`src/rtl/hazard_pkg.sv`:
```
// Shared types and constants for the pipeline hazard controller.
package hazard_pkg;

    // Sequencing states of the hazard controller
    typedef enum logic [1:0] {
        RUN      = 2'b00,
        LD_STALL = 2'b01,
        MD_BUSY  = 2'b10
    } hazState_t;

    // Execute-stage operand source selects
    localparam logic [1:0] FWD_RF  = 2'b00;
    localparam logic [1:0] FWD_WB  = 2'b01;
    localparam logic [1:0] FWD_MEM = 2'b10;

    // Default number of cycles a mul/div op occupies execute
    localparam int MD_LATENCY_DEF = 4;

    // A load in execute whose destination is read by the instruction in decode
    function automatic logic isLoadUse(
        input logic       memtoRegE,
        input logic       regWriteE,
        input logic [4:0] rdE,
        input logic [4:0] rs1D,
        input logic [4:0] rs2D
    );
        return memtoRegE && regWriteE && (rdE != 5'd0) &&
               ((rdE == rs1D) || (rdE == rs2D));
    endfunction

endpackage

```
`src/rtl/hazard_controller_forward_unit.sv`:
```
// Per-operand forwarding select: memory stage wins over writeback,
// and register x0 is never forwarded.
import hazard_pkg::*;

module forward_unit (
    input  logic [4:0] rsE,
    input  logic [4:0] writeRegM,
    input  logic       regWriteM,
    input  logic [4:0] writeRegW,
    input  logic       regWriteW,
    output logic [1:0] forward
);

    // Pick the youngest in-flight producer of rsE
    always_comb begin
        forward = FWD_RF;
        if (regWriteM && (writeRegM != 5'd0) && (writeRegM == rsE)) begin
            forward = FWD_MEM;
        end else if (regWriteW && (writeRegW != 5'd0) && (writeRegW == rsE)) begin
            forward = FWD_WB;
        end else begin
            forward = FWD_RF;
        end
    end

endmodule

```
`src/rtl/hazard_controller.sv`:
```
// Hazard, forwarding and mul/div sequencing controller for the 5-stage pipeline.
// Optional performance counters are built when HAZ_PERF_CNT_EN is defined;
// otherwise stall_count/flush_count are tied to zero.
import hazard_pkg::*;

module hazard_controller #(
    parameter int MD_LATENCY = MD_LATENCY_DEF,
    parameter int CNT_W      = 32
) (
    input  logic             clk,
    input  logic             rst,
    input  logic [4:0]       Rs1D,
    input  logic [4:0]       Rs2D,
    input  logic [4:0]       Rs1E,
    input  logic [4:0]       Rs2E,
    input  logic [4:0]       RdE,
    input  logic             RegWriteE,
    input  logic             MemtoRegE,
    input  logic             MdOpE,
    input  logic [4:0]       WriteRegM,
    input  logic             RegWriteM,
    input  logic [4:0]       WriteRegW,
    input  logic             RegWriteW,
    input  logic             PCSrcE,
    output logic [1:0]       ForwardAE,
    output logic [1:0]       ForwardBE,
    output logic             StallF,
    output logic             StallD,
    output logic             StallE,
    output logic             FlushD,
    output logic             FlushE,
    output logic             BubbleM,
    output logic             md_start,
    output logic             md_busy,
    output logic [CNT_W-1:0] stall_count,
    output logic [CNT_W-1:0] flush_count
);

    localparam logic [3:0] MD_LOAD = 4'(MD_LATENCY - 1);

    hazState_t  state_r;
    hazState_t  stateNext_s;
    logic [3:0] mdCnt_r;
    logic [3:0] mdCntNext_s;
    logic       loadUse_s;

    forward_unit u_fwdA (
        .rsE       (Rs1E),
        .writeRegM (WriteRegM),
        .regWriteM (RegWriteM),
        .writeRegW (WriteRegW),
        .regWriteW (RegWriteW),
        .forward   (ForwardAE)
    );

    forward_unit u_fwdB (
        .rsE       (Rs2E),
        .writeRegM (WriteRegM),
        .regWriteM (RegWriteM),
        .writeRegW (WriteRegW),
        .regWriteW (RegWriteW),
        .forward   (ForwardBE)
    );

    assign loadUse_s = isLoadUse(MemtoRegE, RegWriteE, RdE, Rs1D, Rs2D);

    // State and mul/div occupancy counter
    always_ff @(posedge clk) begin
        if (rst) begin
            state_r <= RUN;
            mdCnt_r <= 4'd0;
        end else begin
            state_r <= stateNext_s;
            mdCnt_r <= mdCntNext_s;
        end
    end

    // Next state and pipeline control. The detection cycle of a hazard drives
    // the controls directly; LD_STALL only masks re-detection of the same load.
    always_comb begin
        stateNext_s = state_r;
        mdCntNext_s = mdCnt_r;
        StallF      = 1'b0;
        StallD      = 1'b0;
        StallE      = 1'b0;
        FlushD      = 1'b0;
        FlushE      = 1'b0;
        BubbleM     = 1'b0;
        md_start    = 1'b0;
        md_busy     = 1'b0;
        if (rst) begin
            stateNext_s = RUN;
            mdCntNext_s = 4'd0;
        end else begin
            case (state_r)
                RUN: begin
                    if (MdOpE) begin
                        stateNext_s = MD_BUSY;
                        mdCntNext_s = MD_LOAD;
                        md_start    = 1'b1;
                        md_busy     = 1'b1;
                        StallF      = 1'b1;
                        StallD      = 1'b1;
                        StallE      = 1'b1;
                        BubbleM     = 1'b1;
                    end else if (PCSrcE) begin
                        // A taken branch squashes the dependent instruction,
                        // so no load-use stall is needed.
                        FlushD = 1'b1;
                        FlushE = 1'b1;
                    end else if (loadUse_s) begin
                        stateNext_s = LD_STALL;
                        StallF      = 1'b1;
                        StallD      = 1'b1;
                        FlushE      = 1'b1;
                    end else begin
                        stateNext_s = RUN;
                    end
                end
                LD_STALL: begin
                    stateNext_s = RUN;
                    if (PCSrcE) begin
                        FlushD = 1'b1;
                        FlushE = 1'b1;
                    end else begin
                        FlushD = 1'b0;
                    end
                end
                MD_BUSY: begin
                    // Branches are ignored while the unit holds execute
                    StallF  = 1'b1;
                    StallD  = 1'b1;
                    StallE  = 1'b1;
                    BubbleM = 1'b1;
                    md_busy = 1'b1;
                    if (mdCnt_r <= 4'd1) begin
                        stateNext_s = RUN;
                        mdCntNext_s = 4'd0;
                    end else begin
                        mdCntNext_s = mdCnt_r - 4'd1;
                    end
                end
                default: begin
                    stateNext_s = RUN;
                    mdCntNext_s = 4'd0;
                end
            endcase
        end
    end

`ifdef HAZ_PERF_CNT_EN
    logic [CNT_W-1:0] stallCnt_r;
    logic [CNT_W-1:0] flushCnt_r;

    // Saturating counts of fetch-stall and execute-flush cycles
    always_ff @(posedge clk) begin
        if (rst) begin
            stallCnt_r <= {CNT_W{1'b0}};
            flushCnt_r <= {CNT_W{1'b0}};
        end else begin
            if (StallF && (stallCnt_r != {CNT_W{1'b1}})) begin
                stallCnt_r <= stallCnt_r + {{(CNT_W-1){1'b0}}, 1'b1};
            end else begin
                stallCnt_r <= stallCnt_r;
            end
            if (FlushE && (flushCnt_r != {CNT_W{1'b1}})) begin
                flushCnt_r <= flushCnt_r + {{(CNT_W-1){1'b0}}, 1'b1};
            end else begin
                flushCnt_r <= flushCnt_r;
            end
        end
    end

    assign stall_count = stallCnt_r;
    assign flush_count = flushCnt_r;
`else
    assign stall_count = {CNT_W{1'b0}};
    assign flush_count = {CNT_W{1'b0}};
`endif

endmodule

```
`config.mk`:
```
export PLATFORM = sky130hd
export DESIGN_NAME = hazard_controller
export DESIGN_NICKNAME = d
export VERILOG_FILES = /design/src/rtl/hazard_pkg.sv /design/src/rtl/hazard_controller_forward_unit.sv /design/src/rtl/hazard_controller.sv
export SDC_FILE = /design/constraint.sdc
export NUM_CORES = 1
export LEC_CHECK = 0
export CAP_MARGIN = 0
export CORE_ASPECT_RATIO = 0.7
export CORE_MARGIN = 5
export CORE_UTILIZATION = 28
export CTS_BUF_LIST = sky130_fd_sc_hd__clkbuf_4
export DETAILED_ROUTE_END_ITERATION = 6
export PLACE_DENSITY = 0.8
export SYNTH_ARGS = -nofsm -noshare
export SYNTH_HDL_FRONTEND = slang
export SYNTH_SLANG_ARGS = --single-unit
```
`constraint.sdc`:
```
create_clock -name clk -period 1.6 [get_ports clk]
set_input_delay 0.32 -clock clk [delete_from_list [all_inputs] [get_ports clk]]
set_output_delay 0.32 -clock clk [all_outputs]
set_load 0.1 [all_outputs]
```
==> qor.csv, run 1 <==
stage,metric,value,unit
worst_setup_path,family with the most delay on the worst path,simple AND/OR/NAND/NOR gates,
worst_setup_path,Crit path buffers/inverters,3,
synthesis,synth warn,0,
grt,GRT overflow,0,
worst_setup_path,r2r startpoint,mdCnt_r[0]$_SDFFE_PP0P_,
grt,pin count of the biggest net entering global routing,7,
worst_setup_path,crit-path max cell delay,0.54,ns
worst_setup_path,r2r endpoint,mdCnt_r[3]$_SDFFE_PP0P_,
timing,min cycle time layout,2.079,ns
pwr,Comb pwr share,79.8,%
final_layout,Fill cells,394,
final_layout,share of layout cells above drive strength 1,48.83,%
worst_setup_path,CP arrival,1.76,ns
final_layout,P&R area growth vs syn,88.56,%
worst_setup_path,crit path cell chain,buf_8 > buf_6 > xor2_2 > or4_4 > nor4_4 > buf_12,
synthesis,register area share after synthesis,9.552,%
pwr,pwr/cell area,674.1,nW/µm²
pwr,Sequential Power Share,10.4,%
final_layout,fin nets,303,
synthesis,Syn Area/Cell,7.667,µm²
pwr,switch share,65.97,%
die,Initial Utilization,29.05,%
worst_setup_path,R2R depth,6,
timing,"Setup violations, final",9,
worst_setup_path,Setup Crit Path Kind,input pin to output port,
die,I/O pin total,119,
timing,Max Freq,480.9,MHz
pwr,Int Pwr,0.5439,mW
min_path,hold path depth,4,
min_path,worst hold path type,input pin to flip-flop,
min_path,Worst Hold End,state_r[0]$_SDFFE_PP0P_,
die,Die W,90.10,µm
run_status,failing checks,negative setup slack,
route,routed len/inst,13.03,µm
timing,crit share post-route,130.0,%
job,MaxCap Viol Count,0,
route,1st-pass router iterations,4,
die,Die Y-Extent,66.07,µm
pwr,clock power share,9.8,%
clock_tree,Clock Sink Count,6,
route,DRC,0,
worst_setup_path,worst-path maximum fanout,2,
synthesis,cell area after synthesis,1257,µm²
worst_setup_path,Crit path required time,1.28,ns
worst_setup_path,"slowest stage cell, crit path",or4_4,
synthesis,Post-Syn Instances,164,
pwr,Leak Pwr,1.136,nW
timing,final max-slew violation count,0,
die,core area,4329,µm²
synthesis,Yosys reg bits,6,
worst_setup_path,critical path capture point type,output port,
route,Final ANT Viol Nets,0,
clock_tree,Worst-Skew Late Latency,0.26,ns
clock_tree,clk root buf,clkbuf_4,
clock_tree,CTS max path bufs,2,
place,# port buffers,54,
worst_setup_path,crit path launch type,input pin,
grt,GRT Total Usage,12.83,%
route,DR vias,1210,
synthesis,cell taking the most area after synthesis,buf_4,
pwr,Pwr Total,1.598,mW
timing,unrepaired setup endpoints after global routing,true,
clock_tree,TritonCTS Buffers,3,
route,Starting DRT DRC Count,39,
synthesis,post-synth top area share,40.00,%
grt,first-pass GRT wire length,5.968,mm
timing,clk_skew,0.007756,ns
run_status,status,"complete, but fails checks",
route,final wirelength,4.051,mm
die,area of the die,5953,µm²
final_layout,# diodes,0,
place,dpl ws,-0.9207,ns
synthesis,Synth area leaders,"buf_4, xor2_1, dfxtp_1",
place,hpwl dp,3.257,mm
place,gpl congestion,0.7611,
grt,initial antenna violation count,0,
clock_tree,TritonCTS clock tree,built,
clock_tree,H-tree levels,1,
timing,WHS,0.4054,ns
timing,"Hold Vio Cnt, Final",0,
min_path,Hold Crit Start,MdOpE,
pwr,Psw,1.054,mW
timing,final setup margin,-0.4795,ns
die,Site Rows,20,
grt,vias in the first global route,1219,
pwr,Max IR drop VDD,0.4917,mV
clock_tree,clock-pin slew on the worst setup and hold paths,0.05,ns
timing,setup TNS,-2.517,ns
route,Vias/cell,3.891,
synthesis,Netlist cell types,29,
worst_setup_path,Worst R2R Setup Slack,0.13,ns
[repair_timing]
item / in CTS / in global routing
resized for setup: 145 / 27
hold buffers: 0 / 0
endpoints found under the setup margin: 13 / 10
pin swaps: 33 / 15
setup buffers: 9 / 4
endpoints found under the hold margin: 0 / 0
[layer usage]
layer	track usage, %	vias up	part of all wire, %
met2	26.55	49	61
met3	3.299	9	7.1
met4	4.833	0	2.1
met5	0	-	0
met1	12.17	555	30
li1	-	597	-
[logic make-up (layout without fill, tap and decap cells)]
family	count (synthesis)	count (layout)	share of synthesized area, %
flip-flops	6	6	9.553
multiplexers	1	1	0.7961
adder cells (fa/ha/maj)	2	2	1.990
AO/OA/AOI/OAI	15	15	8.358
buffers and inverters	72	101	41.49
XOR/XNOR	30	30	20.90
AND/OR/NAND/NOR	37	37	16.62
other	1	64	0.2982
[synthesized netlist by cell type]
cell / count
buf_4: 67
xor2_1: 24
nor2_1: 13
dfxtp_1: 6
or4_1: 6
xnor2_1: 6
inv_1: 4
nand3_1: 4
nor4_1: 4
o21ai_0: 3
a21oi_1: 2
a22oi_1: 2
ha_1: 2
nor2b_1: 2
nor3_1: 2
nor4_2: 2
o22a_1: 2
or3_1: 2
clkbuf_1: 1
conb_1: 1
mux2i_1: 1
nand2_1: 1
nand2b_1: 1
o21ai_1: 1
o21ai_2: 1
o21bai_1: 1
o311a_1: 1
o31ai_1: 1
o41ai_1: 1
[layout by cell type (no fill, tap or decap), types with 5 or more instances in the layout]
cell and n:
buf_12 12, clkbuf_2 6, xnor2_2 6, dlygate4sd2_1 12, clkdlybuf4s15_1 5, buf_6 20, or4_4 6, nor2_1 8
nor4_4 5, xor2_1 19, buf_4 27, buf_2 7, conb_1 64
[sequential cells by signal (all words and copies together) (netlist names)]
| register | count |
|---|---|
| state_r | 2 |
| mdCnt_r | 4 |
[metrics by stage]
stage	util, %	cell area [µm²]	instances
2_1_floorplan	-	1713	227
3_3_place_gp	48.79	2112	297
3_5_place_dp	48.79	2112	297
4_1_cts	53.55	2318	308
5_1_grt	54.77	2371	311
6_report	54.77	2371	311
[how the worst max path moves through the flow]
stage / end / startpoint / cells past startpoint / slack, ns
2_1_floorplan: ForwardAE[0] / WriteRegM[4] / 4 / -0.99
3_3_place_gp: ForwardBE[0] / WriteRegW[4] / 6 / -0.89
3_5_place_dp: ForwardBE[0] / WriteRegW[4] / 6 / -0.92
4_1_cts: ForwardBE[0] / WriteRegM[1] / 6 / -0.53
5_1_grt: ForwardBE[0] / WriteRegW[3] / 6 / -0.52
6_report: ForwardBE[0] / WriteRegW[3] / 6 / -0.48
[worst register-to-register path: cells and delay by family (launching register included)]
family	cells	cell delay, ns
adder cells (fa/ha/maj)	1	0.23
buffers and inverters	1	0.07
AO/OA/AOI/OAI	2	0.24
flip-flops	1	0.38
AND/OR/NAND/NOR	2	0.48
[power groups by stage]
| stage | Combinational, mW | Sequential [mW] | Clock (mW) |
|---|---|---|---|
| finish | 1.28 | 0.166 | 0.157 |
| global route | 1.32 | 0.167 | 0.173 |
| CTS | 1.25 | 0.165 | 0.164 |
| detailed placement | 1.21 | 0.168 | 0 |
| global placement | 1.20 | 0.168 | 0 |
| floorplan | 1.07 | 0.170 | 0 |
[area by class of cell]
cell class              instances  area [µm²]  share of cell area, %
flip-flops and latches          6       125.1                  5.277
multi-input cells             149        1179                  49.71
well taps                      55       68.82                  2.902
repair buffers                 94       953.4                  40.21
inverters                       4       22.52                 0.9499
clock buffers                   3       22.52                 0.9499
No activity file was read; power rests on OpenSTA's default activity.
==> run 2, diff against run 1 <==
Settings changed: CELL_PAD_IN_SITES_DETAIL_PLACEMENT from default to 0, CELL_PAD_IN_SITES_GLOBAL_PLACEMENT from default to 2, CORE_ASPECT_RATIO 0.7 to 1.5, CORE_UTILIZATION 28 to 13.
Clock period 1.6 ns to 1.9 ns, I/O delays scaled along.
==> run 2 against run 1 <==
Against the previous run:
- the flow still finishes with violations (negative setup slack)
- count of clock-buffer cells in the layout did not move
- global-route usage decreased by 7.0 points
- sequential power is 16% lower
- combinational power down 20%
- largest power group unchanged
==> qor.csv, run 2 (synthesized netlist as in run 1, its figures left out) <==
stage,metric,value,unit,change
die,I/O pin total,119,,unchanged
clock_tree,clock-pin slew on the worst setup and hold paths,0.05,ns,about the same
worst_setup_path,worst-path maximum fanout,2,,unchanged
grt,GRT Total Usage,5.800,%,-7.0 points
place,gpl congestion,0.8283,,+8.8%
route,final wirelength,3.690,mm,-8.9%
min_path,worst hold path type,flip-flop to flip-flop,,
pwr,clock power share,9.3,%,-0.5 points
final_layout,Largest register FFs,4,,unchanged
final_layout,most frequent cells in the layout,"conb_1, buf_4, xor2_1",,
timing,min cycle time layout,2.177,ns,
pwr,Int Pwr,0.4321,mW,-21%
grt,met2 Use GR,10.60,%,-16 points
worst_setup_path,family with the most delay on the worst path,simple AND/OR/NAND/NOR gates,,
final_layout,share of layout cells above drive strength 1,44.94,%,-3.9 points
worst_setup_path,Crit path required time,1.52,ns,+0.24 ns
pwr,switch share,66.43,%,+0.46 points
clock_tree,Worst-Skew Late Latency,0.24,ns,-0.02 ns
grt,vias in the first global route,1264,,+3.7%
place,# port buffers,54,,unchanged
timing,Max Freq,459.5,MHz,
final_layout,P&R area growth vs syn,78.21,%,
grt,GR Util met1,6.768,%,-5.4 points
worst_setup_path,r2r startpoint,mdCnt_r[0]$_SDFFE_PP0P_,,
clock_tree,H-tree levels,1,,unchanged
worst_setup_path,crit-path max cell delay,0.53,ns,about the same
pwr,pwr/cell area,574.5,nW/µm²,-15%
clock_tree,clk root buf,clkbuf_4,,
place,hpwl dp,3.217,mm,-1.2%
clock_tree,CTS max path bufs,2,,unchanged
route,routed len/inst,10.19,µm,-22%
grt,first-pass GRT wire length,5.727,mm,-4.0%
grt,GRT overflow,0,,unchanged
final_layout,fin nets,294,,-3.0%
min_path,hold path depth,2,,-2
worst_setup_path,Most common cell on crit path,nor4_4,,
route,Vias/cell,3.387,,-13%
timing,"Setup violations, final",7,,-2
pwr,Psw,0.8552,mW,-19%
route,DRC,0,,unchanged
worst_setup_path,crit path from,WriteRegM[0],,
grt,initial antenna violation count,0,,unchanged
timing,crit share post-route,114.6,%,
job,MaxCap Viol Count,0,,unchanged
final_layout,Biggest register,mdCnt_r,,
timing,clk_skew,0.0009883,ns,-0.006768 ns
run_status,failing checks,negative setup slack,,
worst_setup_path,WP depth,6,,unchanged
die,Initial Utilization,13.13,%,-16 points
worst_setup_path,"slowest stage cell, crit path",or4_4,,
worst_setup_path,crit path launch type,input pin,,
pwr,Sequential Power Share,10.9,%,+0.5 points
die,Die W,90.30,µm,+0.23%
timing,final max-slew violation count,0,,unchanged
route,Final ANT Viol Nets,0,,unchanged
timing,final setup margin,-0.2765,ns,+0.2030 ns
final_layout,"most common cell after layout, fill and taps aside",conb_1,,
pwr,Comb pwr share,79.8,%,about the same
worst_setup_path,Crit path buffers/inverters,2,,-1
route,1st-pass router iterations,3,,-1
die,Site Rows,44,,+120%
route,Starting DRT DRC Count,19,,-51%
grt,met3 GRT Util,1.546,%,-1.8 points
die,Die Y-Extent,130.5,µm,+97%
die,core area,9579,µm²,+120%
clock_tree,Clock Sink Count,6,,unchanged
worst_setup_path,R2R depth,6,,unchanged
clock_tree,TritonCTS Buffers,3,,unchanged
clock_tree,TritonCTS clock tree,built,,
min_path,Hold Crit Start,mdCnt_r[3]$_SDFFE_PP0P_,,
die,area of the die,11780,µm²,+98%
pwr,Pwr Total,1.287,mW,-19%
worst_setup_path,crit path cell chain,buf_6 > or4_4 > o21ai_4 > nor4_4 > nor4_4 > buf_12,,
run_status,status,"complete, but fails checks",,
timing,"Hold Vio Cnt, Final",0,,unchanged
worst_setup_path,CP arrival,1.80,ns,+0.04 ns
pwr,Leak Pwr,1.060,nW,-6.7%
worst_setup_path,Setup Crit Path Kind,input pin to output port,,
timing,unrepaired setup endpoints after global routing,true,,
final_layout,# diodes,0,,unchanged
pwr,Max IR drop VDD,0.3342,mV,-32%
clock_tree,cts hold-fix bufs,0,,unchanged
worst_setup_path,critical path capture point type,output port,,
grt,pin count of the biggest net entering global routing,8,,+1
final_layout,largest registers,"mdCnt_r (4), state_r (2)",,
grt,layer carrying the most global-route usage,met2,,
route,DR vias,1226,,+1.3%
timing,setup TNS,-0.9332,ns,+1.584 ns
run 2: tightest hold or removal path, cell delays in order, from the launching register on:
cell and delay [ns]:
dfxtp_1 0.34, o21ai_0 0.08, a21oi_1 0.06
run 2: path summary, 6_finish.rpt:
check	endpoint	slack, ns
min reg2reg	mdCnt_r[3]$_SDFFE_PP0P_	0.53
max reg2reg	mdCnt_r[3]$_SDFFE_PP0P_	0.37
min	mdCnt_r[3]$_SDFFE_PP0P_	0.53
max	ForwardBE[0]	-0.28
run 2: what timing repair did:
| item | 4_1_cts | 5_1_grt |
|---|---|---|
| pin swaps | 31 | 18 |
| buffers inserted | 3 | 5 |
| setup endpoints to repair | 12 | 11 |
| gates resized for setup | 139 | 33 |
run 2: power by group through the flow:
| stage | sequential, mW | clock, mW | combinational (mW) |
|---|---|---|---|
| finish | 0.140 | 0.120 | 1.03 |
| global route | 0.141 | 0.131 | 1.07 |
| CTS | 0.141 | 0.126 | 1.01 |
| detailed placement | 0.143 | 0 | 1.02 |
| global placement | 0.142 | 0 | 1.02 |
| floorplan | 0.143 | 0 | 0.896 |
run 2: final cells by class:
class | count | area [µm²]
Clock buffer | 3 | 22.52
Fill cell | 1059 | 7338
Multi-Input combinational cell | 149 | 1096
Timing Repair Buffer | 85 | 835.8
Inverter | 4 | 17.52
Sequential cell | 6 | 125.1
Tap cell | 115 | 143.9
run 2: routing by layer:
layer / vias up / wire, µm
li1: 584 / -
met5: - / 0
met2: 93 / 1939
met4: 0 / 36
met1: 544 / 1314
met3: 5 / 400
run 2: through the flow:
stage / setup slack, ns / std cells / instance area (µm²) / hold WS [ns] / util [%]
5_1_grt: -0.3405 / 362 / 2241 / 0.5799 / 23.39
4_1_cts: -0.3535 / 360 / 2182 / 0.4306 / 22.78
6_report: -0.2765 / 362 / 2241 / 0.5255 / 23.39
3_3_place_gp: -0.7216 / 357 / 2173 / 0.5032 / 22.69
2_1_floorplan: -0.8112 / 227 / 1694 / 0.4824 / -
3_5_place_dp: -0.7386 / 357 / 2173 / 0.5146 / 22.69
